## config.mk

```make
export PLATFORM = sky130hd
export DESIGN_NAME = cv32e40s_lockstep_fault_ctrl_flat
export DESIGN_NICKNAME = d
export VERILOG_FILES = /design/src/rtl/cv32e40s_lockstep_pkg.sv /design/src/rtl/cv32e40s_lockstep_fault_ctrl_if.sv /design/src/rtl/cv32e40s_sat_counter.sv /design/src/rtl/cv32e40s_lockstep_fault_ctrl.sv /design/src/flat_wrapper.sv
export SDC_FILE = /design/constraint.sdc
export NUM_CORES = 1
export LEC_CHECK = 0
export ABC_AREA = 1
export ABC_CLOCK_PERIOD_IN_PS = 2500
export CAP_MARGIN = 10
export CORE_MARGIN = 2
export CORE_UTILIZATION = 45
export DETAILED_ROUTE_END_ITERATION = 10
export PLACE_DENSITY_LB_ADDON = 0.08
export SETUP_SLACK_MARGIN = 0.15
export SYNTH_ARGS = -nofsm -noshare
export SYNTH_HDL_FRONTEND = slang
export SYNTH_SLANG_ARGS = --single-unit
```

## constraint.sdc

```tcl
create_clock -name clk_i -period 2.5 [get_ports clk_i]
set_input_delay 0.5 -clock clk_i [delete_from_list [all_inputs] [get_ports clk_i]]
set_output_delay 0.5 -clock clk_i [all_outputs]
set_load 0.005 [all_outputs]
```

## src/rtl/cv32e40s_lockstep_pkg.sv

```systemverilog
// Shared types and default constants for the lockstep comparator and its fault controller.
package cv32e40s_lockstep_pkg;

  typedef enum logic [1:0] {
    LS_IDLE    = 2'd0,
    LS_MONITOR = 2'd1,
    LS_FAULT   = 2'd2,
    LS_RECOVER = 2'd3
  } lockstep_state_e;

  localparam int          LOCKSTEP_THRESHOLD_DEFAULT = 2;
  localparam int unsigned LOCKSTEP_CNT_W_DEFAULT     = 8;

endpackage

```

## src/rtl/cv32e40s_lockstep_fault_ctrl_if.sv

```systemverilog
// Signal bundle between the lockstep fault controller and its surroundings.
interface cv32e40s_lockstep_fault_ctrl_if
  import cv32e40s_lockstep_pkg::*;
#(
  parameter int unsigned CNT_W = LOCKSTEP_CNT_W_DEFAULT
);
  logic             enable_i;
  logic             error_i;
  logic             clear_i;
  logic             recover_ack_i;
  logic             minor_alert_o;
  logic             major_alert_o;
  logic             recover_req_o;
  logic             fault_sticky_o;
  logic [CNT_W-1:0] err_count_o;
  logic [1:0]       state_o;

  // Recovery handshake: recover_req_o rises after FAULT and stays high until
  // recover_ack_i is sampled high on a rising edge; req drops the next cycle.
  // recover_ack_i is ignored whenever recover_req_o is low.
  modport master (
    output enable_i, error_i, clear_i, recover_ack_i,
    input  minor_alert_o, major_alert_o, recover_req_o, fault_sticky_o,
           err_count_o, state_o
  );

  modport slave (
    input  enable_i, error_i, clear_i, recover_ack_i,
    output minor_alert_o, major_alert_o, recover_req_o, fault_sticky_o,
           err_count_o, state_o
  );
endinterface

```

## src/rtl/cv32e40s_sat_counter.sv

```systemverilog
// Saturating up-counter with synchronous clear; clear beats increment.
module cv32e40s_sat_counter #(
  parameter int unsigned W = 8
) (
  input  logic         clk_i,
  input  logic         rst_ni,
  input  logic         inc,
  input  logic         clr,
  output logic [W-1:0] count
);
  logic [W-1:0] count_q;

  always_ff @(posedge clk_i or negedge rst_ni) begin
    if (!rst_ni) begin
      count_q <= '0;
    end else if (clr) begin
      count_q <= '0;
    end else if (inc && (count_q != {W{1'b1}})) begin
      count_q <= count_q + 1'b1;
    end
  end

  assign count = count_q;
endmodule

```

## src/rtl/cv32e40s_lockstep_fault_ctrl.sv

```systemverilog
// Filters lockstep mismatches, escalates persistent runs to a fault and drives
// the recovery request/acknowledge handshake.
module cv32e40s_lockstep_fault_ctrl
  import cv32e40s_lockstep_pkg::*;
#(
  parameter int          MISMATCH_THRESHOLD = LOCKSTEP_THRESHOLD_DEFAULT,
  parameter int unsigned CNT_W              = LOCKSTEP_CNT_W_DEFAULT
) (
  input logic                           clk_i,
  input logic                           rst_ni,
  cv32e40s_lockstep_fault_ctrl_if.slave bus
);
  localparam int unsigned      RUN_W    = $clog2(MISMATCH_THRESHOLD + 1);
  localparam logic [RUN_W-1:0] RUN_LAST = RUN_W'(MISMATCH_THRESHOLD - 1);

  if (MISMATCH_THRESHOLD < 1) begin : g_bad_threshold
    $error("MISMATCH_THRESHOLD must be at least 1");
  end

  lockstep_state_e  state_q;
  logic [RUN_W-1:0] run_q;
  logic             minor_q;
  logic             major_q;
  logic             req_q;
  logic             sticky_q;
  logic             count_en;
  logic             fault_set;

  // Only mismatches seen while actively monitoring are counted.
  assign count_en  = (state_q == LS_MONITOR) && bus.enable_i && bus.error_i;
  assign fault_set = count_en && (run_q == RUN_LAST);

  always_ff @(posedge clk_i or negedge rst_ni) begin
    if (!rst_ni) begin
      state_q <= LS_IDLE;
      run_q   <= '0;
      minor_q <= 1'b0;
      major_q <= 1'b0;
      req_q   <= 1'b0;
    end else begin
      minor_q <= count_en;
      case (state_q)
        LS_IDLE: begin
          if (bus.enable_i) state_q <= LS_MONITOR;
        end
        LS_MONITOR: begin
          if (!bus.enable_i) begin
            state_q <= LS_IDLE;
            run_q   <= '0;
          end else if (bus.error_i) begin
            if (fault_set) begin
              state_q <= LS_FAULT;
              run_q   <= '0;
              major_q <= 1'b1;
            end else begin
              run_q <= run_q + 1'b1;
            end
          end else begin
            run_q <= '0;
          end
        end
        LS_FAULT: begin
          state_q <= LS_RECOVER;
          major_q <= 1'b1;
          req_q   <= 1'b1;
        end
        LS_RECOVER: begin
          if (bus.recover_ack_i) begin
            state_q <= bus.enable_i ? LS_MONITOR : LS_IDLE;
            major_q <= 1'b0;
            req_q   <= 1'b0;
          end
        end
        default: begin
          state_q <= LS_IDLE;
          run_q   <= '0;
          major_q <= 1'b0;
          req_q   <= 1'b0;
        end
      endcase
    end
  end

  // A fault entry on the same edge as a software clear keeps the flag set.
  always_ff @(posedge clk_i or negedge rst_ni) begin
    if (!rst_ni) begin
      sticky_q <= 1'b0;
    end else if (fault_set) begin
      sticky_q <= 1'b1;
    end else if (bus.clear_i) begin
      sticky_q <= 1'b0;
    end
  end

  cv32e40s_sat_counter #(
    .W (CNT_W)
  ) u_err_count (
    .clk_i  (clk_i),
    .rst_ni (rst_ni),
    .inc    (count_en),
    .clr    (bus.clear_i),
    .count  (bus.err_count_o)
  );

  assign bus.minor_alert_o  = minor_q;
  assign bus.major_alert_o  = major_q;
  assign bus.recover_req_o  = req_q;
  assign bus.fault_sticky_o = sticky_q;
  assign bus.state_o        = state_q;
endmodule

```

## src/flat_wrapper.sv

```systemverilog
// flat-port wrapper written by rule: the top's interface ports become plain ports
module cv32e40s_lockstep_fault_ctrl_flat import cv32e40s_lockstep_pkg::*;
#(
  parameter int          MISMATCH_THRESHOLD = LOCKSTEP_THRESHOLD_DEFAULT,
  parameter int unsigned CNT_W              = LOCKSTEP_CNT_W_DEFAULT
)
  (clk_i, rst_ni, bus_enable_i, bus_error_i, bus_clear_i, bus_recover_ack_i, bus_minor_alert_o, bus_major_alert_o, bus_recover_req_o, bus_fault_sticky_o, bus_err_count_o, bus_state_o);
  cv32e40s_lockstep_fault_ctrl_if #(.CNT_W(CNT_W)) bus_i ();
  input logic clk_i;
  input logic rst_ni;
  input wire logic [$bits(bus_i.enable_i)-1:0] bus_enable_i;
  input wire logic [$bits(bus_i.error_i)-1:0] bus_error_i;
  input wire logic [$bits(bus_i.clear_i)-1:0] bus_clear_i;
  input wire logic [$bits(bus_i.recover_ack_i)-1:0] bus_recover_ack_i;
  output wire logic [$bits(bus_i.minor_alert_o)-1:0] bus_minor_alert_o;
  output wire logic [$bits(bus_i.major_alert_o)-1:0] bus_major_alert_o;
  output wire logic [$bits(bus_i.recover_req_o)-1:0] bus_recover_req_o;
  output wire logic [$bits(bus_i.fault_sticky_o)-1:0] bus_fault_sticky_o;
  output wire logic [$bits(bus_i.err_count_o)-1:0] bus_err_count_o;
  output wire logic [$bits(bus_i.state_o)-1:0] bus_state_o;
  assign bus_i.enable_i = bus_enable_i;
  assign bus_i.error_i = bus_error_i;
  assign bus_i.clear_i = bus_clear_i;
  assign bus_i.recover_ack_i = bus_recover_ack_i;
  assign bus_minor_alert_o = bus_i.minor_alert_o;
  assign bus_major_alert_o = bus_i.major_alert_o;
  assign bus_recover_req_o = bus_i.recover_req_o;
  assign bus_fault_sticky_o = bus_i.fault_sticky_o;
  assign bus_err_count_o = bus_i.err_count_o;
  assign bus_state_o = bus_i.state_o;
  cv32e40s_lockstep_fault_ctrl #(.MISMATCH_THRESHOLD(MISMATCH_THRESHOLD), .CNT_W(CNT_W)) u_core (.clk_i(clk_i), .rst_ni(rst_ni), .bus(bus_i));
endmodule
```

* Yosys cells after proc, flatten, opt, wreduce, memory -nomap -nowiden
Index checks and enable logic that the tools add are counted.
Storage, ports and cells: word-level logic and storage cells 53, bits in registers 16, input bits 6, output and inout port bits 14
Cells by class: reduce and logical (&&, ||, !) cells 12, mux-type cells 20, equal/unequal tests 12, add/sub/neg operators 2
Operators with widths (count):
- 2-bit 2-to-1 mux | 8
- 8-bit 2-to-1 mux | 2
- 8-bit by 1-bit adder with 8-bit output (second input constant) | 1
- 2-bit != test (second input constant) | 4
- 8-bit != test (second input constant) | 1
- 2-bit one-hot mux with 4 select lines | 1
- 1-bit 2-to-1 mux | 7
- 2-bit nonzero test | 3
- 5-bit AND reduction | 1
- 2-bit by 1-bit equality test with 1-bit output (second input constant) | 2
- 2-bit equality test (second input constant) | 2
- 1-bit logical AND | 4
- 4-bit AND reduction | 1
- 3-bit by 2-bit != test with 1-bit output (second input constant) | 1
- 3-bit != test (second input constant) | 1
- 1-bit one-hot mux with 3 select lines | 1
- 3-bit nonzero test | 1
- 2-bit by 1-bit adder with 2-bit output (second input constant) | 1
- 2-bit zero test | 1
- 2-bit by 1-bit != test with 1-bit output (second input constant) | 1
- 1-bit one-hot mux with 2 select lines | 1
- 2-bit AND reduction | 1

* Depth between registers and ports, before layout
word-level depth 8, gate-level depth with buffers 7, gate-level depth less buffers 7

* By module
From an unflattened synthesis, not the netlist that was laid out.
Second synthesis, totals: cell total of the unflattened synthesis 119, area, all modules 904.6 um^2
Modules (own cells, without submodules):
- cv32e40s_sat_counter | sequential area each 200.2 um^2, area an instance 511.7 um^2, instances 1, cells each 74
- cv32e40s_lockstep_fault_ctrl | sequential area each 200.2 um^2, area an instance 392.9 um^2, instances 1, cells each 45

* Worst setup path before layout
OpenSTA, ideal clock, no wires.
path type reg-to-reg, start register u_core.u_err_count.count_q[0], in the netlist u_core.u_err_count.count[0], end register u_core.u_err_count.count_q[5], in the netlist u_core.u_err_count.count[5], path slack 1164 ps, setup time 118 ps, path buffers 0, arrival time 1218 ps, required time 2382 ps, stages on the path, launching flop included 8, clock period less this slack 1336 ps, path through dfrtp_1 ha_1 nand2_1 nor2_4 a21oi_4 nor2_4 nand2_1 nand2_1
Between the ends: word-level cells in the longest chain between the ends 3, elaborated cells on any way between the ends 6, those cells by class add/sub (1); eq/ne (1); mux (2); reduce/logical (2)
RTL lines:
- start, declared | RTL line cv32e40s_sat_counter.sv:11 | logic [W-1:0] count_q;
- start signal, assigned | RTL line cv32e40s_sat_counter.sv:19 | count_q <= count_q + 1'b1;
- 8-bit by 1-bit adder with 8-bit output / 8-bit != test (equally long branches) | RTL line cv32e40s_sat_counter.sv:19, cv32e40s_sat_counter.sv:18
- 8-bit 2-to-1 mux / 1-bit logical AND (equally long branches) | RTL line cv32e40s_sat_counter.sv:18 | end else if (inc && (count_q != {W{1'b1}})) begin
- 8-bit 2-to-1 mux / 2-bit nonzero test (equally long branches)
Parallel ways exist; a longest one is shown, timed or not. The select of a mux whose other input is x is not followed. A chain may end at the register's enable or synchronous reset.

* Worst setup path in the final report
start register u_core.state_q[0], in the netlist u_core.bus.state_o[0], end output port bus_state_o[0]
RTL lines:
- start, declared | RTL line cv32e40s_lockstep_fault_ctrl.sv:20 | lockstep_state_e state_q;
- start signal, assigned | RTL line cv32e40s_lockstep_fault_ctrl.sv:69 | state_q <= bus.enable_i ? LS_MONITOR : LS_IDLE;
- end, declared | RTL line flat_wrapper.sv:20 | output wire logic [$bits(bus_i.state_o)-1:0] bus_state_o;
No word-level cell between the ends.

==> flow_summary.json <==
{
  "ys_async_sr_fraction": 1.000,
  "finalSetupViolations": 0,
  "fmax_ghz": 0.5297,
  "routed_wl_um": 1677,
  "grt_pass1_vias": 695,
  "clock_path_buffers": 2,
  "coreArea_mm2": 0.001764,
  "synth_common_cells": "nand2_1 (39), dfrtp_1 (16), inv_1 (11), nor2_1 (8)",
  "hold_path_class": "flip-flop to flip-flop",
  "die_w_um": 47.58,
  "p_leak_nw": 0.5273,
  "p_sw_w": 0.0002554,
  "ioPinCount": 20,
  "h-tree-depth": 1,
  "top_usage_layer": "met2",
  "swShare": 0.3322,
  "antenna_left": 0,
  "grt.overflow.total": 0,
  "final_nets": 138,
  "synth_edf_count": 0,
  "required_ns": 2.00,
  "drc": 0,
  "yosys.area.top_type_share": 0.4685,
  "maxCapViolations": 0,
  "r2r_cells": 7,
  "final_hold_viol_count": 0,
  "clkSlewWorstSetupHoldPaths_ns": 0.10,
  "ys_top_cells_by_area": "dfrtp_1 (47%), nand2_1 (17%), nand4_1 (5.1%)",
  "final-seq-area_um2": 400.4,
  "worstPathBufferInverterCount": 1,
  "min_delay_path_depth": 2,
  "cts_resized": 0,
  "cts_buffers": 3,
  "fill_cells": 180,
  "synth_ff_type": "dfrtp_1",
  "crit_fanout": 9,
  "crit_cells": 1,
  "drive_gt1_frac": 0.1077,
  "crit_family": "buffers and inverters",
  "multi_input_area_um2": 394.1,
  "grt_setup_unrepaired": "false",
  "numPortBuffers": 19,
  "yosys_register_bits": 16,
  "grt_first_pass_wirelength_um": 2898,
  "p_per_area_mw_per_mm2": 696.0,
  "ir_worst_vdd_mv": 0.5837,
  "area_growth_pct": 29.28,
  "seq_power_share": 0.469,
  "grt_max_degree": 17,
  "period_minus_slack_ns": 1.888,
  "status": "finished clean",
  "initial_core_util": 0.4844,
  "die_area_mm2": 0.002264,
  "vias_per_cell": 4.884,
  "relSlewSlack": 0.5376,
  "die_h_um": 47.58,
  "antenna_cells": 0,
  "cts.sink_count": 16,
  "slowest_stage": "clkdlybuf4s50_1",
  "seq_area_frac_synth": 0.4685,
  "worst_slew_pin_slew_ns": 0.6914,
  "p_comb_frac": 0.308,
  "std_cell_rows": 15,
  "avgSynthCellArea_um2": 7.913,
  "finalPower_w": 0.0007689,
  "setup-tns-final_ns": 0,
  "internal_power_w": 0.0005135,
  "gp_congestion": 0.8211,
  "drt_iter0_drc": 17,
  "cts-root-buf": "clkbuf_4",
  "skew_ns": 0.0006472,
  "synth_largest_area_cell": "dfrtp_1",
  "avgRoutedWirePerCell_um": 10.82,
  "slew_viol_final": 0,
  "synthDistinctLibCells": 17,
  "met1_usage": 0.2600,
  "place_inst": 151,
  "cts_tree": "yes",
  "num_vias": 757,
  "cts_setup_buffers": 0,
  "synth_area_um2": 854.6,
  "syn_nets": 115,
  "fin_crit_sh": 0.7552,
  "synth_most_common_cell": "nand2_1",
  "hpwlAfterDp_um": 1266,
  "crit_chain": "clkdlybuf4s50_1",
  "track_usage": 0.1816,
  "yosys_warnings": 0,
  "p_clk_frac": 0.224,
  "gr-usage-met3": 0.03396,
  "cp.arrival_ns": 1.39,
  "fin_cells": 155,
  "cts_hold_buffers": 0,
  "crit_type": "flip-flop to output pin",
  "syn_inst": 108,
  "startpoint_type": "flip-flop",
  "grt_use_met2": 0.2649,
  "critPathMaxStageDelay_ns": 0.57,
  "endpoint_kind": "output pin",
  "antenna_found_initial": 0,
  "clk_latency_ns": 0.28,
  "dr.pass1.iters": 4
}
## through the flow
step           utilization  area, um2  hold WS (ns)  setup WS, ns
4_1_cts             0.6262       1105        0.5015        0.6046
5_1_grt             0.6262       1105        0.5447        0.5548
3_5_place_dp        0.6057       1069        0.4721        0.6736
6_report            0.6262       1105        0.4999        0.6121
2_1_floorplan            -      854.6        0.2044         1.164
3_3_place_gp        0.6057       1069        0.4732        0.6900
## cells by family after synthesis
logic type / count (synthesis) / share of synthesized area
AND/OR/NAND/NOR: 67 / 0.3777
flip-flops: 16 / 0.4685
buffers and inverters: 15 / 0.07028
AO/OA/AOI/OAI: 9 / 0.06881
adder cells (fa/ha/maj): 1 / 0.01464
## metal layers
metal / wire length (um) / part of all wire
met1: 873 / 0.52
met2: 735 / 0.44
met3: 57 / 0.034
met4: 10 / 0.0060
met5: 0 / 0
## power groups by stage
stage | combinational (W) | sequential [W] | clock, W
after global placement | 0.000231 | 0.000363 | 0
final | 0.000237 | 0.000360 | 0.000172
after detailed placement | 0.000238 | 0.000366 | 0
after CTS | 0.000239 | 0.000360 | 0.000179
after global routing | 0.000270 | 0.000370 | 0.000188
after floorplan | 0.000148 | 0.000346 | 0
## sequential cells by signal, summed over array words and instances (netlist names), named ones only
name / count
u_core.bus.major_alert_o: 1
u_core.bus.minor_alert_o: 1
u_core.bus.recover_req_o: 1
u_core.u_err_count.count: 8
u_core.run_q: 2
u_core.bus.state_o: 1
u_core.bus.fault_sticky_o: 1
## area by class of cell
cell class / instances / area share
inverter: 14 / 0.04757
timing repair buffer: 19 / 0.1721
multi-input combinational: 77 / 0.3567
clock buffer: 4 / 0.03284
sequential: 16 / 0.3624
tap: 25 / 0.02831
## placed cells by master (no fill, tap or decap), types with 2 or more instances in the layout
cell type / n
nor2_4: 3
or2_2: 2
clkdlybuf4s50_1: 19
inv_2: 3
a21oi_1: 3
dfrtp_1: 16
nand2_1: 39
o21ai_1: 3
nand4_1: 7
inv_1: 11
nor2_1: 8
clkbuf_4: 3
nand3_1: 7
## path summary, 6_finish.rpt
check	slack [ns]	end	from
worst max-delay path	0.61	bus_state_o[0]	u_core.bus.state_o[0]$_DFFE_PN0P_
worst min-delay path	0.50	u_core.bus.fault_sticky_o$_DFFE_PN0P_	u_core.bus.fault_sticky_o$_DFFE_PN0P_
worst max register to register	0.99	u_core.u_err_count.count[5]$_DFFE_PN0P_	u_core.u_err_count.count[0]$_DFFE_PN0P_
worst min register to register	0.50	u_core.bus.fault_sticky_o$_DFFE_PN0P_	u_core.bus.fault_sticky_o$_DFFE_PN0P_
max in group asynchronous	1.44	u_core.u_err_count.count[3]$_DFFE_PN0P_	rst_ni
min in group asynchronous	0.62	u_core.bus.recover_req_o$_DFFE_PN0P_	rst_ni
No activity file was read; power rests on OpenSTA's default activity.
